--- src/rtl/c1541_trkbuf_arb.sv ---
`default_nettype none
// ============================================================================
//  Module      : c1541_trkbuf_arb
//  Description : Arbiter sharing one single-port byte-wide track-buffer RAM
//                between drive 0, drive 1 and the SD sector loader.
//                Drives beat SD; drives alternate round-robin. Fixed 4-state
//                req/ack pipeline. Optional SD anti-starvation guard enabled
//                by defining TRKBUF_STARVE_GUARD_EN.
//  Revision    : 1.0 - initial release
// ============================================================================
module c1541_trkbuf_arb #(
    parameter int AW         = 13,
    parameter int STARVE_MAX = 64
) (
    input  logic          clk,
    input  logic          reset,
    input  logic          d0_req,
    input  logic          d0_we,
    input  logic [AW-1:0] d0_addr,
    input  logic [7:0]    d0_wdata,
    output logic          d0_ack,
    output logic [7:0]    d0_rdata,
    input  logic          d1_req,
    input  logic          d1_we,
    input  logic [AW-1:0] d1_addr,
    input  logic [7:0]    d1_wdata,
    output logic          d1_ack,
    output logic [7:0]    d1_rdata,
    input  logic          sd_req,
    input  logic          sd_we,
    input  logic [AW-1:0] sd_addr,
    input  logic [7:0]    sd_wdata,
    output logic          sd_ack,
    output logic [7:0]    sd_rdata,
    output logic [AW-1:0] ram_addr,
    output logic [7:0]    ram_wdata,
    output logic          ram_we,
    input  logic [7:0]    ram_q,
    output logic          busy
);

    localparam logic [1:0] c_ST_IDLE  = 2'd0;
    localparam logic [1:0] c_ST_ISSUE = 2'd1;
    localparam logic [1:0] c_ST_READ  = 2'd2;
    localparam logic [1:0] c_ST_ACK   = 2'd3;

    localparam logic [1:0] c_OWN_D0 = 2'd0;
    localparam logic [1:0] c_OWN_D1 = 2'd1;
    localparam logic [1:0] c_OWN_SD = 2'd2;

    logic [1:0]    r_state;
    logic [1:0]    w_state_nxt;
    logic [1:0]    r_owner;
    logic          r_rr_last;
    logic [AW-1:0] r_ram_addr;
    logic [7:0]    r_ram_wdata;
    logic          r_ram_we;
    logic [7:0]    r_d0_rdata;
    logic [7:0]    r_d1_rdata;
    logic [7:0]    r_sd_rdata;

    logic          w_any_req;
    logic          w_arb;
    logic          w_sd_prio;
    logic [1:0]    w_gnt_owner;
    logic [AW-1:0] w_gnt_addr;
    logic [7:0]    w_gnt_wdata;
    logic          w_gnt_we;

    assign w_any_req = d0_req | d1_req | sd_req;
    assign w_arb     = (r_state == c_ST_IDLE) && w_any_req;

`ifdef TRKBUF_STARVE_GUARD_EN
    localparam int              c_CW         = $clog2(STARVE_MAX + 1);
    localparam logic [c_CW-1:0] c_STARVE_MAX = c_CW'(STARVE_MAX);

    logic [c_CW-1:0] r_starve_cnt;
    logic            w_sd_waiting;

    // SD is "waiting" whenever it asks and is not the one being served.
    assign w_sd_waiting = sd_req && !((r_state != c_ST_IDLE) && (r_owner == c_OWN_SD));
    assign w_sd_prio    = sd_req && (r_starve_cnt == c_STARVE_MAX);

    always_ff @(posedge clk) begin
        if (reset) begin
            r_starve_cnt <= '0;
        end else if (w_arb && (w_gnt_owner == c_OWN_SD)) begin
            r_starve_cnt <= '0;
        end else if (w_sd_waiting && (r_starve_cnt != c_STARVE_MAX)) begin
            r_starve_cnt <= r_starve_cnt + 1'b1;
        end
    end
`else
    logic w_unused_starve;

    assign w_sd_prio       = 1'b0;
    assign w_unused_starve = (STARVE_MAX > 0);
`endif

    // Winner selection; r_rr_last==1 means drive 1 was served last.
    always_comb begin
        w_gnt_owner = c_OWN_D0;
        if (w_sd_prio) begin
            w_gnt_owner = c_OWN_SD;
        end else if (d0_req && d1_req) begin
            w_gnt_owner = r_rr_last ? c_OWN_D0 : c_OWN_D1;
        end else if (d0_req) begin
            w_gnt_owner = c_OWN_D0;
        end else if (d1_req) begin
            w_gnt_owner = c_OWN_D1;
        end else if (sd_req) begin
            w_gnt_owner = c_OWN_SD;
        end
    end

    always_comb begin
        w_gnt_addr  = d0_addr;
        w_gnt_wdata = d0_wdata;
        w_gnt_we    = d0_we;
        case (w_gnt_owner)
            c_OWN_D1: begin
                w_gnt_addr  = d1_addr;
                w_gnt_wdata = d1_wdata;
                w_gnt_we    = d1_we;
            end
            c_OWN_SD: begin
                w_gnt_addr  = sd_addr;
                w_gnt_wdata = sd_wdata;
                w_gnt_we    = sd_we;
            end
            default: ;
        endcase
    end

    always_ff @(posedge clk) begin
        if (reset) begin
            r_state <= c_ST_IDLE;
        end else begin
            r_state <= w_state_nxt;
        end
    end

    always_comb begin
        w_state_nxt = r_state;
        case (r_state)
            c_ST_IDLE:  if (w_any_req) w_state_nxt = c_ST_ISSUE;
            c_ST_ISSUE: w_state_nxt = c_ST_READ;
            c_ST_READ:  w_state_nxt = c_ST_ACK;
            c_ST_ACK:   w_state_nxt = c_ST_IDLE;
            default:    w_state_nxt = c_ST_IDLE;
        endcase
    end

    always_comb begin
        d0_ack = (r_state == c_ST_ACK) && (r_owner == c_OWN_D0);
        d1_ack = (r_state == c_ST_ACK) && (r_owner == c_OWN_D1);
        sd_ack = (r_state == c_ST_ACK) && (r_owner == c_OWN_SD);
        busy   = (r_state != c_ST_IDLE);
    end

    always_ff @(posedge clk) begin
        if (reset) begin
            r_owner     <= c_OWN_D0;
            r_rr_last   <= 1'b1;
            r_ram_addr  <= '0;
            r_ram_wdata <= '0;
            r_ram_we    <= 1'b0;
            r_d0_rdata  <= '0;
            r_d1_rdata  <= '0;
            r_sd_rdata  <= '0;
        end else begin
            case (r_state)
                c_ST_IDLE: begin
                    if (w_any_req) begin
                        r_owner     <= w_gnt_owner;
                        r_ram_addr  <= w_gnt_addr;
                        r_ram_wdata <= w_gnt_wdata;
                        r_ram_we    <= w_gnt_we;
                        if (w_gnt_owner != c_OWN_SD) begin
                            r_rr_last <= (w_gnt_owner == c_OWN_D1);
                        end
                    end
                end
                c_ST_ISSUE: r_ram_we <= 1'b0;
                // Writes also capture ram_q, which returns the written byte.
                c_ST_READ: begin
                    case (r_owner)
                        c_OWN_D0: r_d0_rdata <= ram_q;
                        c_OWN_D1: r_d1_rdata <= ram_q;
                        c_OWN_SD: r_sd_rdata <= ram_q;
                        default:  ;
                    endcase
                end
                default: ;
            endcase
        end
    end

    assign ram_addr  = r_ram_addr;
    assign ram_wdata = r_ram_wdata;
    assign ram_we    = r_ram_we;
    assign d0_rdata  = r_d0_rdata;
    assign d1_rdata  = r_d1_rdata;
    assign sd_rdata  = r_sd_rdata;

endmodule
`default_nettype wire
--- config.mk ---
export PLATFORM = sky130hd
export DESIGN_NAME = c1541_trkbuf_arb
export DESIGN_NICKNAME = d
export VERILOG_FILES = /design/src/rtl/c1541_trkbuf_arb.sv
export SDC_FILE = /design/constraint.sdc
export NUM_CORES = 1
export LEC_CHECK = 0
export ABC_AREA = 1
export CAP_MARGIN = 20
export CORE_MARGIN = 5
export CORE_UTILIZATION = 40
export DETAILED_ROUTE_END_ITERATION = 16
export PLACE_DENSITY = 0.81
export SYNTH_ARGS = -nofsm -noshare
export SYNTH_HDL_FRONTEND = slang
export SYNTH_SLANG_ARGS = --single-unit
--- constraint.sdc ---
create_clock -name clk -period 1.9 [get_ports clk]
set_input_delay 0.38 -clock clk [delete_from_list [all_inputs] [get_ports clk]]
set_output_delay 0.38 -clock clk [all_outputs]
set_load 0.005 [all_outputs]
Word level (Yosys, flattened, before mapping)
Cells that the tools add are included.
{ "word_totals": {"elab_cells": 46, "output_inout_bits": 50, "regBits": 51, "in_bits": 79} }
{ "op_classes": {"n_reduce_logical": 14, "eq_ne": 9, "bitwise": 2, "muxes": 12} }
{ "ops": {"columns": ["op", "count"], "rows": [
  ["13-bit case mux with 2 select lines", 1],
  ["8-bit case mux with 2 select lines", 1],
  ["2-bit two-way mux", 5],
  ["2-bit AND reduction", 5],
  ["2-bit == test (second input constant)", 4],
  ["2-bit case mux with 4 select lines", 1],
  ["2-bit by 1-bit == test with 1-bit output (second input constant)", 3],
  ["1-bit logical AND", 4],
  ["2-bit logical NOT", 2],
  ["2-bit != test (second input constant)", 2],
  ["1-bit case mux with 2 select lines", 2],
  ["2-bit nonzero test", 2],
  ["3-bit AND reduction", 1],
  ["1-bit two-way mux", 2],
  ["1-bit bitwise OR", 2]
]} }

Longest topological paths before layout
Gate-level depths: netlist of run 1.
{ "logic_depth": {"depth_word": 8, "mapped_depth": 10, "mapped_depth_nobuf": 10} }

Least setup slack after synthesis of run 1
OpenSTA, ideal clock, no wires.
{ "synth_path": {"kind": "input to register", "startpoint": "in d1_req", "endpoint": "reg r_ram_addr[10] (netlist: ram_addr[10])", "required_ns": 1.768, "n_path_buf": 1, "arrival_time_ns": 1.609, "cell_stages": 8, "setup_time_ns": 0.132, "setup_slack_ns": 0.158, "cell_sequence": "a21boi_0 > inv_1 > ha_1 > clkinv_1 > clkbuf_1 > nand3_1 > nand2_1 > a21oi_1"} }
{ "synth_between": {"elab_chain_cells": 5, "word_cells_on_any_way": 10, "cone_classes": "eq/ne (2); mux (4); bitwise (2); reduce/logical (2)"} }
{ "synth_rtl": {"columns": ["element", "line_no", "rtl"], "rows": [
  ["start, declared", "23", "input logic d1_req,"],
  ["2-bit two-way mux", "109", "end else if (d1_req) begin"],
  ["2-bit two-way mux", "107", "end else if (d0_req) begin"],
  ["2-bit two-way mux", "105", "end else if (d0_req && d1_req) begin"],
  ["2-bit == test or 2-bit by 1-bit == test with 1-bit output (tied branches)", "120", "case (w_gnt_owner)"],
  ["13-bit case mux with 2 select lines", "120", null],
  ["end signal, assigned", "176", "r_ram_addr <= w_gnt_addr;"],
  ["end, declared", "55", "logic [AW-1:0] r_ram_addr;"]
]} }
Several ways; a longest one is shown, not always the timed one.
A chain may end at the register's enable or synchronous reset.

Final worst setup path of run 1
{ "layout_path": {"startpoint": "in d1_req", "endpoint": "reg r_ram_addr[9] (netlist: ram_addr[9])"} }
{ "layout_between": {"elab_chain_cells": 5, "word_cells_on_any_way": 10, "cone_classes": "eq/ne (2); mux (4); bitwise (2); reduce/logical (2)"} }
{ "layout_rtl": {"columns": ["element", "line_no", "rtl"], "rows": [
  ["2-bit two-way mux", "109", null],
  ["2-bit two-way mux", "107", null],
  ["2-bit two-way mux *", "105", null],
  ["net w_gnt_owner[1]", "65", "logic [1:0] w_gnt_owner;"],
  ["2-bit == test or 2-bit by 1-bit == test with 1-bit output (tied branches)", "120", null],
  ["13-bit case mux with 2 select lines *", "120", null]
]} }
Mark *: on every way through the listed nets, which the timed path passes. The rest lies on a longest branch.

==> summary.txt, run 1 <==
source-to-sink clock delay at the later pin of the worst-skew pair - 0.30 ns
number of synthesized register bits - 51
final worst-path cycle share - 95.2%
pins over their slew limit - 0
y dimension of the die - 89.2 µm
Starting Density - 41.7%
via count of the first global-routing pass - 2,637
count of placed standard cells including taps - 567
via count - 2,753
share of the yosys chip area belonging to registers - 40.7%
antenna violations before repair - 0
number of setup violations in the final report - 0
endpoint class of the critical path - flip-flop
biggest cell delay along the critical path - 0.45 ns
met3 Resource Use GR - 3.13%
share of synthesized flip-flops with an asynchronous set or reset - 0%
cts hold-fix bufs - 0
time the worst path needs with I/O delays and setup - 1.81 ns
Antenna diodes - 0
remaining antenna violation count - 0
pin slew with the least headroom to its limit - 0.340 ns
crit path DAT - 2.05 ns
cell type group with the largest total delay on the critical path - buffers and inverters
Critical Path Slowest Stage Cell - clkdlybuf4s50_1
Final nets - 587
number of placement rows - 28
gate count after technology mapping - 367
width of the die - 89.2 µm
path category of the worst min-delay check - flip-flop to flip-flop
highest achievable clock rate - 553 MHz
clock slew at the register clock pins of the worst setup and hold paths - 0.09 ns
number of iterations in the first detailed-routing pass - 4
layout cells sized above 1 - 10.9%
most used routing layer in global routing - met2
maximum clock skew at final layout - 0.00670 ns
EDFF count, synth - 0
most common cell in the synthesized netlist - nand2_1
core area - 6030 µm²
maximum number of pins on one net before global-route repair - 47
reported leakage power - 0.00164 µW
clock buffers created by TritonCTS - 5
worst slew margin relative to its limit - 77.3%
cells taking the most area after synthesis - dfxtp_1 41%, nand2_1 14%, nor2_1 9.4%
Max Cap Viol - 0
worst setup path class - input port to flip-flop
distinct cell type count of the synthesized netlist - 23
part of the power in registers - 36.8%
run status - finished, final reports clean
internal power - 2630 µW
post-synth net total - 452
Area Overhead vs Synth - 64.6%
Post-route DRC - 0
H-tree levels - 2
vias per cell - 4.76
crit path cell chain - clkdlybuf4s50_1, buf_4, nor2_4, nand2_1, inv_2, ha_4, inv_6, buf_4, nor2_1, nor2_1, nand2_1, a21oi_1
IO Count - 129
maximum fanout count along the critical path - 8
Yosys top cell by area - dfxtp_1
Total Power - 3960 µW
final hold slack - 0.447 ns
post-route insts no fill - 578
met1 usage - 23.2%
global-route met2 utilization - 36.0%
power dissipated by switching net loads - 1330 µW
Max IR drop VDD - 0.649 mV
clock tree from TritonCTS - yes
RD Place Congestion - 0.802
average wire per standard cell - 13.8 µm
Sw Share - 33.7%
CP bufs+invs - 5
global-route wire length before repair - 12,100 µm
number of buffers on the longest clock path - 2
Mapped Avg Cell Area - 6.84 µm²
Clock Power Share - 20.0%
input/output buffers - 128
Critical Path RT - 2.14 ns
clk sinks - 51
combinational fraction of design power - 43.1%
final number of hold-violating endpoints - 0
Total Routed Length - 7990 µm
number of DRC markers in iteration 0 - 109
PwrDens - 958 nW/µm²
total standard cell area after synthesis - 2510 µm²
number of warnings reported in the yosys synthesis log - 0
DP Wirelength - 6060 µm
master cell of the clock root buffer - clkbuf_8
Synth Flop Type - dfxtp_1
area enclosed by the die boundary - 7960 µm²
overall global routing resource usage - 19.5%
launching element type of the critical path - input port
total congestion overflow - 0
area share of the largest cell type after synthesis - 40.7%
synth cell count leaders - 94 x nand2_1, 63 x nor2_1, 51 x dfxtp_1, 39 x a21oi_1, 26 x inv_1
## logic make-up (layout without fill, tap and decap cells)
kind of cell | count (synthesis) | in the layout | synth area share [%]
fa+ha+maj | 6 | 6 | 2.99
buf+inv | 50 | 186 | 9.72
simple gates | 190 | 190 | 32.0
flops | 51 | 51 | 40.7
compound gates | 70 | 70 | 14.6
## stage by stage
stage          setup TNS, ns  instance area [µm²]  worst slack (ns)  util (%)
6_report                   0                 4130            0.0921      68.6
5_1_grt             -0.00503                 4130          -0.00451      68.6
4_1_cts                    0                 4070           0.00277      67.5
3_5_place_dp           -7.55                 3930            -0.375      65.2
3_3_place_gp           -6.23                 3930            -0.294      65.2
2_1_floorplan              0                 2510             0.158         -
## layout by cell type, fill, tap and decap left out, drive strengths merged
cell type and count:
a21boi 1, a21oi 41, buf 18, bufinv 1, clkbuf 7, clkdlybuf4s50 124, dfxtp 51, dlygate4sd2 3
dlymetal6s2s 1, ha 6, inv 32, nand2 96, nand3 25, nor2 64, nor3 5, o21ai 28
## path summary, 6_finish.rpt
kind                from           to  slack, ns  cells past startpoint
min          sd_rdata[7]  sd_rdata[7]       0.45                      2
max               d1_req  ram_addr[9]       0.09                     12
min reg2reg  sd_rdata[7]  sd_rdata[7]       0.45                      2
max reg2reg    r_rr_last  ram_addr[9]       0.40                      9
## power groups by stage
stage                     Sequential (µW)  Combinational, µW  Clock, µW
after floorplan                      1470                871          0
after global placement               1450               1590          0
after detailed placement             1470               1630          0
after CTS                            1450               1670        808
after global routing                 1490               1890        851
final                                1460               1710        793
## layer usage
| layer | wire length (µm) | share of wire [%] |
|---|---|---|
| met1 | 3290 | 41 |
| met2 | 4150 | 52 |
| met3 | 457 | 5.7 |
| met4 | 89 | 1.1 |
| met5 | 0 | 0 |
## layout make-up
type                    instances  area [µm²]
inverters                      31         121
flip-flops and latches         51        1030
clock inverters                 2        38.8
clock buffers                   6        82.6
repair buffers                147        1490
well taps                      75        93.8
multi-input cells             266        1280
fillers                       500        1890
## registers in the layout, indices dropped and copies added, names as in the netlist
| signal | flops |
|---|---|
| r_rr_last | 1 |
| d0_rdata | 8 |
| r_state | 2 |
| ram_wdata | 8 |
| sd_rdata | 8 |
| d1_rdata | 8 |
| r_owner | 2 |
| ram_we | 1 |
| ram_addr | 13 |
## timing repair
action	in CTS	in global routing
gates cloned	0	1
resized for setup	12	9
setup buffers	1	1
setup endpoints to repair	26	23
## worst min-delay path: stages (launching register included)
cell,delay [ns]
dfxtp_1,0.32
inv_1,0.04
a21oi_1,0.05
No activity file was read; power rests on OpenSTA's default activity.
==> run 2: changes to the inputs <==
--- a/config.mk
+++ b/config.mk
@@ -10,6 +10,7 @@
 export CORE_MARGIN = 5
 export CORE_UTILIZATION = 40
 export DETAILED_ROUTE_END_ITERATION = 16
+export HOLD_SLACK_MARGIN = 0.02
 export PLACE_DENSITY = 0.81
 export SYNTH_ARGS = -nofsm -noshare
 export SYNTH_HDL_FRONTEND = slang
==> results of run 2 <==
The final DEF is identical to that of run 1; final timing and power are the same.
==> run 3: changes to the inputs <==
--- a/config.mk
+++ b/config.mk
@@ -9,9 +9,10 @@
 export CAP_MARGIN = 20
 export CORE_MARGIN = 5
 export CORE_UTILIZATION = 40
+export CTS_CLUSTER_DIAMETER = 30
 export DETAILED_ROUTE_END_ITERATION = 16
 export HOLD_SLACK_MARGIN = 0.02
-export PLACE_DENSITY = 0.81
+export PLACE_DENSITY = 0.92
 export SYNTH_ARGS = -nofsm -noshare
 export SYNTH_HDL_FRONTEND = slang
 export SYNTH_SLANG_ARGS = --single-unit
==> run 3 against run 2 <==
Against the previous run:
- sequential share of layout area hardly changed
- global-route usage increased by 0.26 points
- power increased by 2.2%
- cell area is 0.15% lower
- hold slack lost 0.0010 ns
- first-iteration DRC count grew 25%
- clock power grew 11%
- non-clock buffer count did not move
- core utilization shrank 0.10 points
- critical path type unchanged
- largest cell class unchanged
- highest routed layer unchanged
==> summary.txt, run 3 (synthesized netlist as in run 1, its figures left out) <==
path category of the worst min-delay check - flip-flop to flip-flop
cell area after layout - 4130 µm² (-0.15%)
number of setup violations in the final report - 0 (unchanged)
average wire per standard cell - 14.6 µm (+5.6%)
maximum clock skew at final layout - 0.00569 ns (-0.00101 ns)
maximum fanout count along the critical path - 9 (+1)
crit path DAT - 2.11 ns (+0.06 ns)
clock buffers created by TritonCTS - 5 (unchanged)
Placement Setup Slack - -0.299 ns (+0.0763 ns)
number of buffers on the longest clock path - 2 (unchanged)
Area Overhead vs Synth - 64.4%
Max Cap Viol - 0 (unchanged)
Post-route DRC - 0 (unchanged)
DP Wirelength - 6140 µm (+1.4%)
commonest non-fill, non-tap cell in the layout - clkdlybuf4s50_1
y dimension of the die - 89.2 µm (unchanged)
PwrDens - 980 nW/µm² (+2.3%)
number of DRC markers in iteration 0 - 136 (+25%)
Starting Density - 41.7% (unchanged)
biggest cell delay along the critical path - 0.45 ns (about the same)
antenna violations before repair - 0 (unchanged)
run status - finished, final reports clean
maximum number of pins on one net before global-route repair - 47 (unchanged)
layout cells sized above 1 - 9.34% (-1.6 points)
worst slew margin relative to its limit - 77.9% (+0.60 points)
pin slew with the least headroom to its limit - 0.331 ns (-0.00905 ns)
global-route wire length before repair - 12,200 µm (+0.68%)
Max IR drop VDD - 0.760 mV (+17%)
final hold slack - 0.446 ns (-0.00101 ns)
input/output buffers - 128 (unchanged)
launching element type of the critical path - input port
endpoint class of the critical path - flip-flop
footprint of the multi-input gates - 1260 µm² (-1.5%)
final worst-path cycle share - 98.3% (+3.1 points)
clock slew at the register clock pins of the worst setup and hold paths - 0.09 ns (about the same)
Antenna diodes - 0 (unchanged)
final number of hold-violating endpoints - 0 (unchanged)
master cell of the clock root buffer - clkbuf_8
Final nets - 587 (unchanged)
number of iterations in the first detailed-routing pass - 5 (+1)
core area - 6030 µm² (unchanged)
time the worst path needs with I/O delays and setup - 1.87 ns (+0.0588 ns)
Critical Path RT - 2.14 ns (about the same)
RD Place Congestion - 0.818 (+1.9%)
H-tree levels - 2 (unchanged)
reported leakage power - 0.00164 µW (about the same)
number of placement rows - 28 (unchanged)
Total Neg Setup Slack - 0 ns (unchanged)
worst setup path class - input port to flip-flop
clk sinks - 51 (unchanged)
overall global routing resource usage - 19.7% (+0.26 points)
vias per cell - 4.98 (+4.5%)
highest achievable clock rate - 536 MHz (-3.2%)
total congestion overflow - 0 (unchanged)
remaining antenna violation count - 0 (unchanged)
Total Routed Length - 8440 µm (+5.6%)
pins over their slew limit - 0 (unchanged)
width of the die - 89.2 µm (unchanged)
most used cells in the layout excluding fill and tap cells - 124 x clkdlybuf4s50_1, 94 x nand2_1, 63 x nor2_1
source-to-sink clock delay at the later pin of the worst-skew pair - 0.30 ns (about the same)
CP bufs+invs - 5 (unchanged)
Total Power - 4050 µW (+2.2%)
post-detailed-placement cell area - 3920 µm² (-0.32%)
crit path cell chain - clkdlybuf4s50_1, buf_4, nor2_4, nand2_1, inv_1, ha_4, inv_4, clkbuf_16, nor2_1, nor2_1, nand2_1, a21oi_1
Storage cell area - 1020 µm² (-0.12%)
area enclosed by the die boundary - 7960 µm² (unchanged)
min setup slack post-route - 0.0332 ns (-0.0588 ns)
IO Count - 129 (unchanged)
cell type group with the largest total delay on the critical path - buffers and inverters
# fillers - 478 (-4.4%)
clock tree from TritonCTS - yes
Largest register FFs - 13 (unchanged)
via count of the first global-routing pass - 2,728 (+3.5%)
via count - 2,877 (+4.5%)
Critical Path Slowest Stage Cell - clkdlybuf4s50_1
-- run 3: final timing paths --
kind,from,endpoint,slack [ns],depth (start not counted)
worst min register to register,sd_rdata[0],sd_rdata[0],0.45,2
worst max register to register,r_rr_last,ram_addr[0],0.37,9
worst max-delay path,d1_req,ram_addr[0],0.03,12
worst min-delay path,sd_rdata[0],sd_rdata[0],0.45,2
-- run 3: area by class of cell --
class	count	area share, %
inverter	31	2.88
clock inverter	2	1.45
multi-input combinational	266	30.6
timing repair buffer	147	36.2
tap	75	2.27
clock buffer	6	1.76
sequential	51	24.8
-- run 3: report_power, final --
group	internal (µW)	total (µW)	switching, µW
registers	1310	1450	142
logic	874	1720	844
clock network	526	882	355
total	2710	4050	1340
-- run 3: per-layer routing --
layer	up-vias	global-route usage (%)	wire length [µm]
met5	-	0	0
met4	0	8.12	305
met3	22	4.42	554
met2	106	36.0	4380
met1	1317	21.9	3200
li1	1432	-	-
-- run 3: per-stage QoR --
step	util (%)	std cells
global route	68.5	578
CTS	67.3	576
floorplan	-	367
detailed placement	65.0	567
global placement	65.0	567
finish	68.5	578
-- run 3: worst register-to-register path, delay by kind of cell (launching register included) --
kind | cells | cell delay, ns
compound gates | 2 | 0.27
fa+ha+maj | 1 | 0.25
buf+inv | 3 | 0.35
flops | 1 | 0.33
simple gates | 3 | 0.27
-- run 3: repair_timing --
item / CTS / global route
endpoints found under the hold margin: 0 / 0
pin swaps: 0 / 1
hold buffers: 0 / 0
resized for setup: 8 / 6
gates cloned: 0 / 2
setup endpoints to repair: 4 / 22
setup buffers: 1 / 0
